[src/rtl/instruction_fetch.sv]
// instruction_fetch
//   Fetch stage. Owns the PC and issues one fetch at a time to the
//   instruction cache. Fetched words are buffered with their PCs in a 2-entry
//   FIFO and handed to decode over a valid/ready handshake. A redirect from
//   execute kills any in-flight fetch and flushes the FIFO.
//
//   Optional feature: define IF_JAL_PREDICT_EN to follow JAL targets at fetch
//   time instead of falling through to PC+4.
//
// Ports
//   clk, rst            clock; synchronous active-high reset
//   inst_addr           fetch address to the cache (the PC register)
//   inst_fetch_enabled  fetch request to the cache
//   instruction         fetched word from the cache
//   inst_fetch_status   cache status (IF_FINISHED marks completion)
//   dec_valid           FIFO head valid
//   dec_instruction     FIFO head word
//   dec_pc              FIFO head PC
//   dec_ready           decode accepts the head this cycle
//   redirect            branch/jump redirect pulse
//   redirect_pc         redirect target, valid with redirect
module instruction_fetch #(
  parameter int unsigned            ADDR_WIDTH = 17,
  parameter int unsigned            DATA_LEN   = 32,
  parameter logic [ADDR_WIDTH-1:0]  RESET_PC   = '0
) (
  input  logic                   clk,
  input  logic                   rst,
  output logic [ADDR_WIDTH-1:0]  inst_addr,
  output logic                   inst_fetch_enabled,
  input  logic [DATA_LEN-1:0]    instruction,
  input  logic [1:0]             inst_fetch_status,
  output logic                   dec_valid,
  output logic [DATA_LEN-1:0]    dec_instruction,
  output logic [ADDR_WIDTH-1:0]  dec_pc,
  input  logic                   dec_ready,
  input  logic                   redirect,
  input  logic [ADDR_WIDTH-1:0]  redirect_pc
);

  // Cache status encoding: RESTING=00, WORKING=01, STALL=10, FINISHED=11.
  localparam logic [1:0] IF_FINISHED = 2'b11;

  typedef enum logic {S_IDLE, S_BUSY} state_t;

  state_t                 r_state;
  state_t                 w_state_next;
  logic [ADDR_WIDTH-1:0]  r_pc;
  logic                   r_armed;
  logic                   r_kill;
  logic [1:0]             r_count;
  logic [ADDR_WIDTH-1:0]  r_q_pc  [2];
  logic [DATA_LEN-1:0]    r_q_ins [2];

  logic                   w_pop;
  logic                   w_complete;
  logic                   w_push;
  logic [1:0]             w_occ_after_pop;
  logic                   w_enter_busy;
  logic [ADDR_WIDTH-1:0]  w_next_pc;

  assign w_pop           = dec_valid && dec_ready;
  assign w_occ_after_pop = r_count - {1'b0, w_pop};
  // armed filters out a FINISHED left over from the previous fetch.
  assign w_complete      = (r_state == S_BUSY) && (inst_fetch_status == IF_FINISHED) && r_armed;
  assign w_push          = w_complete && !r_kill && !redirect;
  assign w_enter_busy    = (r_state == S_IDLE) && (w_state_next == S_BUSY);

`ifdef IF_JAL_PREDICT_EN
  logic signed [20:0] w_jal_imm;
  assign w_jal_imm = {instruction[31], instruction[19:12], instruction[20],
                      instruction[30:21], 1'b0};
`endif

  always_comb begin
    w_next_pc = r_pc + ADDR_WIDTH'(4);
`ifdef IF_JAL_PREDICT_EN
    if (instruction[6:0] == 7'b1101111) begin
      w_next_pc = r_pc + ADDR_WIDTH'(w_jal_imm);
    end
`endif
  end

  // FSM: state register
  always_ff @(posedge clk) begin
    if (rst) r_state <= S_IDLE;
    else     r_state <= w_state_next;
  end

  // FSM: next state
  always_comb begin
    w_state_next = r_state;
    case (r_state)
      S_IDLE:  if (w_occ_after_pop < 2'd2) w_state_next = S_BUSY;
      S_BUSY:  if (w_complete)             w_state_next = S_IDLE;
      default: w_state_next = S_IDLE;
    endcase
  end

  // FSM: outputs
  always_comb begin
    inst_fetch_enabled = (r_state == S_BUSY);
  end

  always_ff @(posedge clk) begin
    if (rst) begin
      r_pc    <= RESET_PC;
      r_armed <= 1'b0;
      r_kill  <= 1'b0;
    end else begin
      if (w_enter_busy)                                             r_armed <= 1'b0;
      else if (r_state == S_BUSY && inst_fetch_status != IF_FINISHED) r_armed <= 1'b1;

      // A completion always retires the in-flight fetch, so kill never
      // outlives it; a redirect on the completing cycle needs no kill.
      if (w_complete)                         r_kill <= 1'b0;
      else if (redirect && r_state == S_BUSY) r_kill <= 1'b1;

      if (redirect)    r_pc <= redirect_pc;
      else if (w_push) r_pc <= w_next_pc;
    end
  end

  // FIFO with the head fixed at entry 0; a pop shifts entry 1 down.
  always_ff @(posedge clk) begin
    if (rst) begin
      r_count <= '0;
      for (int unsigned i = 0; i < 2; i++) begin
        r_q_pc[i]  <= '0;
        r_q_ins[i] <= '0;
      end
    end else if (redirect) begin
      r_count <= '0;
    end else begin
      case ({w_push, w_pop})
        2'b10: begin
          r_q_pc[r_count[0]]  <= r_pc;
          r_q_ins[r_count[0]] <= instruction;
          r_count             <= r_count + 2'd1;
        end
        2'b01: begin
          r_q_pc[0]  <= r_q_pc[1];
          r_q_ins[0] <= r_q_ins[1];
          r_count    <= r_count - 2'd1;
        end
        2'b11: begin
          if (r_count == 2'd1) begin
            r_q_pc[0]  <= r_pc;
            r_q_ins[0] <= instruction;
          end else begin
            r_q_pc[0]  <= r_q_pc[1];
            r_q_ins[0] <= r_q_ins[1];
            r_q_pc[1]  <= r_pc;
            r_q_ins[1] <= instruction;
          end
        end
        default: ;
      endcase
    end
  end

  assign inst_addr       = r_pc;
  assign dec_valid       = (r_count != 2'd0);
  assign dec_instruction = r_q_ins[0];
  assign dec_pc          = r_q_pc[0];

endmodule

[config.mk]
export PLATFORM = sky130hd
export DESIGN_NAME = instruction_fetch
export DESIGN_NICKNAME = d
export VERILOG_FILES = /design/src/rtl/instruction_fetch.sv
export SDC_FILE = /design/constraint.sdc
export NUM_CORES = 1
export LEC_CHECK = 0
export ABC_AREA = 0
export ABC_CLOCK_PERIOD_IN_PS = 9700
export CAP_MARGIN = 20
export CORE_MARGIN = 8
export CORE_UTILIZATION = 45
export DETAILED_ROUTE_END_ITERATION = 10
export PLACE_DENSITY_LB_ADDON = 0.08
export SLEW_MARGIN = 20
export SYNTH_ARGS = -nofsm -noshare
export SYNTH_HDL_FRONTEND = slang
export SYNTH_SLANG_ARGS = --single-unit
[constraint.sdc]
create_clock -name clk -period 9.7 [get_ports clk]
set_clock_uncertainty 0.05 [all_clocks]
set_input_delay 2.425 -clock clk [delete_from_list [all_inputs] [get_ports clk]]
set_output_delay 2.425 -clock clk [all_outputs]
set_load 0.005 [all_outputs]
==> results of run 1 <==
[cell families after synthesis]
group,count (synthesis)
AO/OA/AOI/OAI,31
XOR/XNOR,12
adder cells (fa/ha/maj),6
buffers and inverters,38
flip-flops,120
multiplexers,52
AND/OR/NAND/NOR,163
[worst min-delay path, delay by kind of cell, from the launching register on]
kind | cells | cell delay [ps]
compound gates | 2 | 140
flops | 1 | 340
[metal layers]
metal  track usage, %  part of all wire, %  up-vias
met3             6.03                  7.1       10
met5                0                    0        -
met4             5.30                  1.2        0
met2             24.4                   49      121
li1                 -                    -     1758
met1             18.3                   43     1746
[cell type report]
cell class	instances	area share, %
multi-input cells	264	25.3
repair buffers	126	17.1
inverters	15	0.768
clock inverters	14	2.47
well taps	147	2.51
clock buffers	17	5.80
flip-flops and latches	120	46.1
[sequential cells by signal, summed over array words and instances, names as in the netlist]
name,flops
inst_addr,17
inst_fetch_enabled,1
r_armed,1
r_count,2
r_kill,1
r_q_ins,64
r_q_pc,34
[worst paths after layout]
| path | startpoint | to | slack, ps | cells past startpoint |
|---|---|---|---|---|
| setup / recovery | redirect | r_q_ins[0][29] | 3550 | 10 |
| hold / removal | r_armed | r_armed | 480 | 2 |
| setup reg to reg | inst_fetch_enabled | r_q_ins[0][29] | 6320 | 10 |
| hold reg to reg | r_armed | r_armed | 480 | 2 |
[power by group through the flow]
stage | combinational [mW] | sequential, mW | clock, mW
2_1_floorplan | 0.0315 | 0.601 | 0
3_3_place_gp | 0.0898 | 0.603 | 0
3_5_place_dp | 0.0908 | 0.603 | 0
4_1_cts | 0.0917 | 0.593 | 0.653
5_1_grt | 0.0978 | 0.595 | 0.675
6_report | 0.0905 | 0.593 | 0.640
[cell usage in the layout (no fill, tap or decap), types with 2 or more instances in the layout]
cell type	Yosys	layout
a211oi_1	10	10
a21o_1	3	2
a21oi_1	2	2
a311oi_1	3	3
and2_1	44	44
buf_4	1	4
bufinv_16	0	4
clkbuf_16	0	17
clkdlybuf4s50_1	0	122
clkinv_2	0	6
clkinvlp_4	0	3
dfxtp_1	22	22
edfxtp_1	98	98
ha_1	6	6
inv_1	15	15
mux2i_1	52	52
nand2_1	12	12
nand2b_1	2	2
nand3_1	7	6
nand4_4	2	2
nor2_1	68	68
nor3_1	11	10
nor4_1	6	6
nor4_2	3	3
o21ai_0	6	5
xnor2_1	10	10
xor2_1	2	2
[per-stage QoR]
stage,setup slack [ps],hold WS [ps]
2_1_floorplan,2280,445
3_3_place_gp,3310,461
3_5_place_dp,3120,480
4_1_cts,3570,487
5_1_grt,3250,507
6_report,3550,481
==> summary.md, run 1 <==
| Metric | Value |
|---|---|
| Critical path startpoint category | `input pin` |
| Mapped Area | `5410 um2` |
| Largest family of logic cells by synthesized area | `simple AND/OR/NAND/NOR gates` |
| Total grt overflow | `0` |
| Worst slew pin tran | `970 ps` |
| Layout area overhead | `35.6%` |
| Post-synthesis simple-gate area fraction | `16.2%` |
| Syn_nets | `483` |
| RSZ-0062 raised after global routing | `no` |
| Final Cycle Share | `63.4%` |
| Clock Tree Buf Depth | `2` |
| Synthesized instance count | `422` |
| Pint | `1.06 mW` |
| Global placer's final weighted congestion | `0.768` |
| Sequential share of power | `44.8%` |
| Cells after DPL | `672` |
| Dpl cell area | `6720 um2` |
| Compound-Gate Fraction of Synth Area | `4.33%` |
| Chip Width | `126 um` |
| Multi-input logic area | `1850 um2` |
| Synth top area share | `54.4%` |
| Final non-filler cell total | `703` |
| Iter 0 DRT Violations | `228` |
| Lkg Pwr | `2.54 nW` |
| Crit-path cells | `clkdlybuf4s50_1 > inv_1 > nand2_1 > inv_1 > ha_1 > nand2_1 > a211oi_4 > buf_4 > mux2i_1 > nor2_1` |
| Slowest CP cell | `inv_1` |
| Max_cap viols | `0` |
| Post-cts resize count | `0` |
| Fmax | `0.163 GHz` |
| EDFF count, synth | `98` |
| Postcts setup bufs | `0` |
| Largest net degree at the start of global routing | `50` |
| Final wirelength | `11800 um` |
| Total area of sequential cells | `3380 um2` |
| CP peak stage delay | `950 ps` |
| WP data arrival | `6230 ps` |
| Worst path buffer plus inverter count | `4` |
| I/O pin count | `123` |
| Sw Ratio | `20.2%` |
| Antenna violations before repair | `0` |
| Fin area | `7340 um2` |
| Setup TNS | `0 ps` |
| Vias in the first global route | `3624` |
| Status | `finished, final reports clean` |
| P per Cell Area | `180 nW/um2` |
| Total Power | `1.32 mW` |
| P_sw | `0.268 mW` |
| Clk pin slew, worst setup/hold paths | `50 ps` |
| Unique masters post-synth | `41` |
| Cell taking the most area after synthesis | `edfxtp_1` |
| Crit path time final | `6150 ps` |
| CTS buffer count | `17` |
| Diode count | `0` |
| Top FF cell, synth | `edfxtp_1` |
| DRT Pass-1 Iters | `4` |
| Die area | `15800 um2` |
| Endpoints failing setup | `0` |
| Chip height | `126 um` |
| Max Slew Vio Count | `0` |
| Total track usage | `15.2%` |
| Slew headroom | `35.0%` |
| Clock latency on the worst-skew pair | `400 ps` |
| Root Buffer | `clkbuf_16` |
| Post-synthesis register bit count | `120` |
| Crit end category | `flip-flop` |
| Delay-heaviest family, CP | `buffers and inverters` |
| # rows | `40` |
| Gate power share | `6.8%` |
| Peak supply drop | `91.3 uV` |
| Warnings, synthesis | `0` |
| Sequential area share after synthesis | `62.5%` |
| CTS sink count | `120` |
| IO Port Bufs | `122` |
| Residual DRC count | `0` |
| Final #Nets | `605` |
| Final hold viol count | `0` |
| HP Class | `reg -> reg` |
| CTS tree | `built` |
| Via count | `3635` |
| Post-synthesis adder-cell area fraction | `1.39%` |
| Initial core utilization | `45.6%` |
| H-tree levels | `4` |
| Hold-fix buffers at CTS | `0` |
| Clk network pwr share | `48.4%` |
| Vias/cell | `5.17` |
| Ys async rst share | `0%` |
| Top post-synthesis cells by area | `edfxtp_1, mux2i_1, dfxtp_1` |
| Crit Path Class | `in -> reg` |
| DRT antenna net count | `0` |
| Mapped Avg Cell Area | `12.8 um2` |
| Required time of the worst setup path | `9770 ps` |
| Detailed placement HPWL | `7760 um` |
| CP max FO | `49` |
| Fill cells | `968` |
| Top post-synthesis cells by count | `edfxtp_1, nor2_1, mux2i_1` |
| CORE AREA | `11900 um2` |
| Final core utilization | `61.8%` |
| Routed len/inst | `16.8 um` |
| Mux share of post-synthesis cell area | `9.62%` |
| Fraction of layout cells with a size suffix above 1 | `8.81%` |
| Cell with the most instances after synthesis | `edfxtp_1` |
| XOR/XNOR share of the synthesized area | `1.94%` |
| First-pass GRT wire length | `19000 um` |
Note: power is estimated with default switching activity, not from simulation.
==> run 2, diff against run 1 <==
--- a/config.mk
+++ b/config.mk
@@ -6,7 +6,7 @@
 export NUM_CORES = 1
 export LEC_CHECK = 0
 export ABC_AREA = 0
-export ABC_CLOCK_PERIOD_IN_PS = 9700
+export ABC_CLOCK_PERIOD_IN_PS = 5500
 export CAP_MARGIN = 20
 export CORE_MARGIN = 8
 export CORE_UTILIZATION = 45
==> constraint.sdc (replaced) <==
create_clock -name clk -period 5.5 [get_ports clk]
set_clock_uncertainty 0.05 [all_clocks]
set_input_delay 1.375 -clock clk [delete_from_list [all_inputs] [get_ports clk]]
set_output_delay 1.375 -clock clk [all_outputs]
set_load 0.005 [all_outputs]
==> summary.md, run 2 (same netlist as run 1, synthesis figures left out) <==
| Metric | Value |
|---|---|
| Final core utilization | `62.0%` |
| Gate power share | `6.9%` |
| Worst slew pin tran | `680 ps` |
| Setup TNS | `0 ps` |
| Iter 0 DRT Violations | `257` |
| Final worst slack | `1630 ps` |
| Final hold viol count | `0` |
| Total grt overflow | `0` |
| H-tree levels | `4` |
| Fraction of layout cells with a size suffix above 1 | `8.72%` |
| Peak supply drop | `198 uV` |
| Routed len/inst | `17.1 um` |
| Max Slew Vio Count | `0` |
| Max reg flops | `64` |
| First-pass GRT wire length | `19500 um` |
| Initial core utilization | `45.6%` |
| CP max FO | `49` |
| Clock Tree Buf Depth | `2` |
| Clock latency on the worst-skew pair | `400 ps` |
| Total track usage | `15.7%` |
| Dpl ws | `1170 ps` |
| Pint | `1.86 mW` |
| Top Usage Layer GRT | `met2` |
| Most frequent cells in the layout | `clkdlybuf4s50_1, edfxtp_1, nor2_1, mux2i_1, and2_1` |
| Sw Ratio | `19.9%` |
| Residual DRC count | `0` |
| Root Buffer | `clkbuf_16` |
| Vias in the first global route | `3721` |
| RSZ-0062 raised after global routing | `no` |
| Max_cap viols | `0` |
| P per Cell Area | `316 nW/um2` |
| CORE AREA | `11900 um2` |
| Largest net degree at the start of global routing | `50` |
| IO Port Bufs | `122` |
| Global placer's final weighted congestion | `0.795` |
| Diode count | `0` |
| Final #Nets | `610` |
| Final non-filler cell total | `709` |
| Critical path startpoint category | `input pin` |
| Postcts setup bufs | `0` |
| Chip Width | `126 um` |
| CTS sink count | `120` |
| CTS tree | `built` |
| Endpoints failing setup | `0` |
| Crit end category | `flip-flop` |
| Lkg Pwr | `2.56 nW` |
| Post-cts resize count | `0` |
| Fmax | `0.258 GHz` |
| GR Layer Usage met2 | `25.4%` |
| Commonest non-fill, non-tap cell in the layout | `clkdlybuf4s50_1` |
| HP Class | `reg -> reg` |
| Status | `finished, final reports clean` |
| Required time of the worst setup path | `5580 ps` |
| Detailed placement HPWL | `7940 um` |
| # rows | `40` |
| Chip height | `126 um` |
| Final wirelength | `12100 um` |
| Total Power | `2.32 mW` |
| WP data arrival | `3950 ps` |
| Biggest register | `r_q_ins` |
| CTS buffer count | `17` |
| Crit Path Class | `in -> reg` |
| Met1 Use GR | `18.9%` |
| I/O pin count | `123` |
| Layout area overhead | `36.0%` |
| Antenna violations before repair | `0` |
| Crit path time final | `3870 ps` |
| Final Cycle Share | `70.4%` |
| Hold-fix buffers at CTS | `0` |
| Met3 Use GR | `5.95%` |
| Sequential share of power | `45.0%` |
| Die area | `15800 um2` |
| DRT antenna net count | `0` |
| Cells after DPL | `677` |
| P_sw | `0.463 mW` |
| Via count | `3625` |
| Clk pin slew, worst setup/hold paths | `50 ps` |
| DRT Pass-1 Iters | `5` |
| Slew headroom | `54.7%` |
| Vias/cell | `5.11` |
| Clk network pwr share | `48.1%` |
run 2: worst max-delay path: stages:
cell	delay (ps)
clkdlybuf4s50_1	520
nand4_4	250
nor2_1	300
nand2_1	120
inv_1	100
ha_1	200
nand2_1	100
a211oi_4	280
buf_12	350
mux2i_1	250
nor2_1	60
run 2: layer usage:
metal / wire length, um / vias up / part of all wire [%]
li1: - / 1771 / -
met1: 5370 / 1724 / 44
met2: 5830 / 119 / 48
met3: 771 / 11 / 6.4
met4: 131 / 0 / 1.1
met5: 0 / - / 0
run 2: layout make-up:
cell class / count / area [um2]
clock buffers: 20 / 437
clock inverters: 12 / 156
fillers: 955 / 4500
inverters: 15 / 56.3
multi-input cells: 264 / 1840
flip-flops and latches: 120 / 3380
well taps: 147 / 184
repair buffers: 131 / 1300
run 2: worst paths after layout:
| path | from | endpoint | slack (ps) | cells past startpoint |
|---|---|---|---|---|
| hold / removal | r_armed | r_armed | 490 | 2 |
| hold reg to reg | r_armed | r_armed | 490 | 2 |
| setup reg to reg | inst_fetch_enabled | r_q_pc[0][4] | 2630 | 10 |
| setup / recovery | inst_fetch_status[0] | r_q_pc[0][4] | 1630 | 11 |
run 2: per-stage QoR:
stage	instance area, um2	hold slack, ps
floorplan	5410	445
global placement	6770	461
detailed placement	6770	485
CTS	7360	499
global route	7360	518
finish	7360	490
run 2: power groups by stage:
stage                     clock [mW]  combinational, mW  sequential, mW
after floorplan                    0             0.0557            1.06
after global placement             0              0.161            1.06
after detailed placement           0              0.162            1.06
after CTS                       1.13              0.163            1.05
after global routing            1.17              0.175            1.05
final                           1.12              0.161            1.05
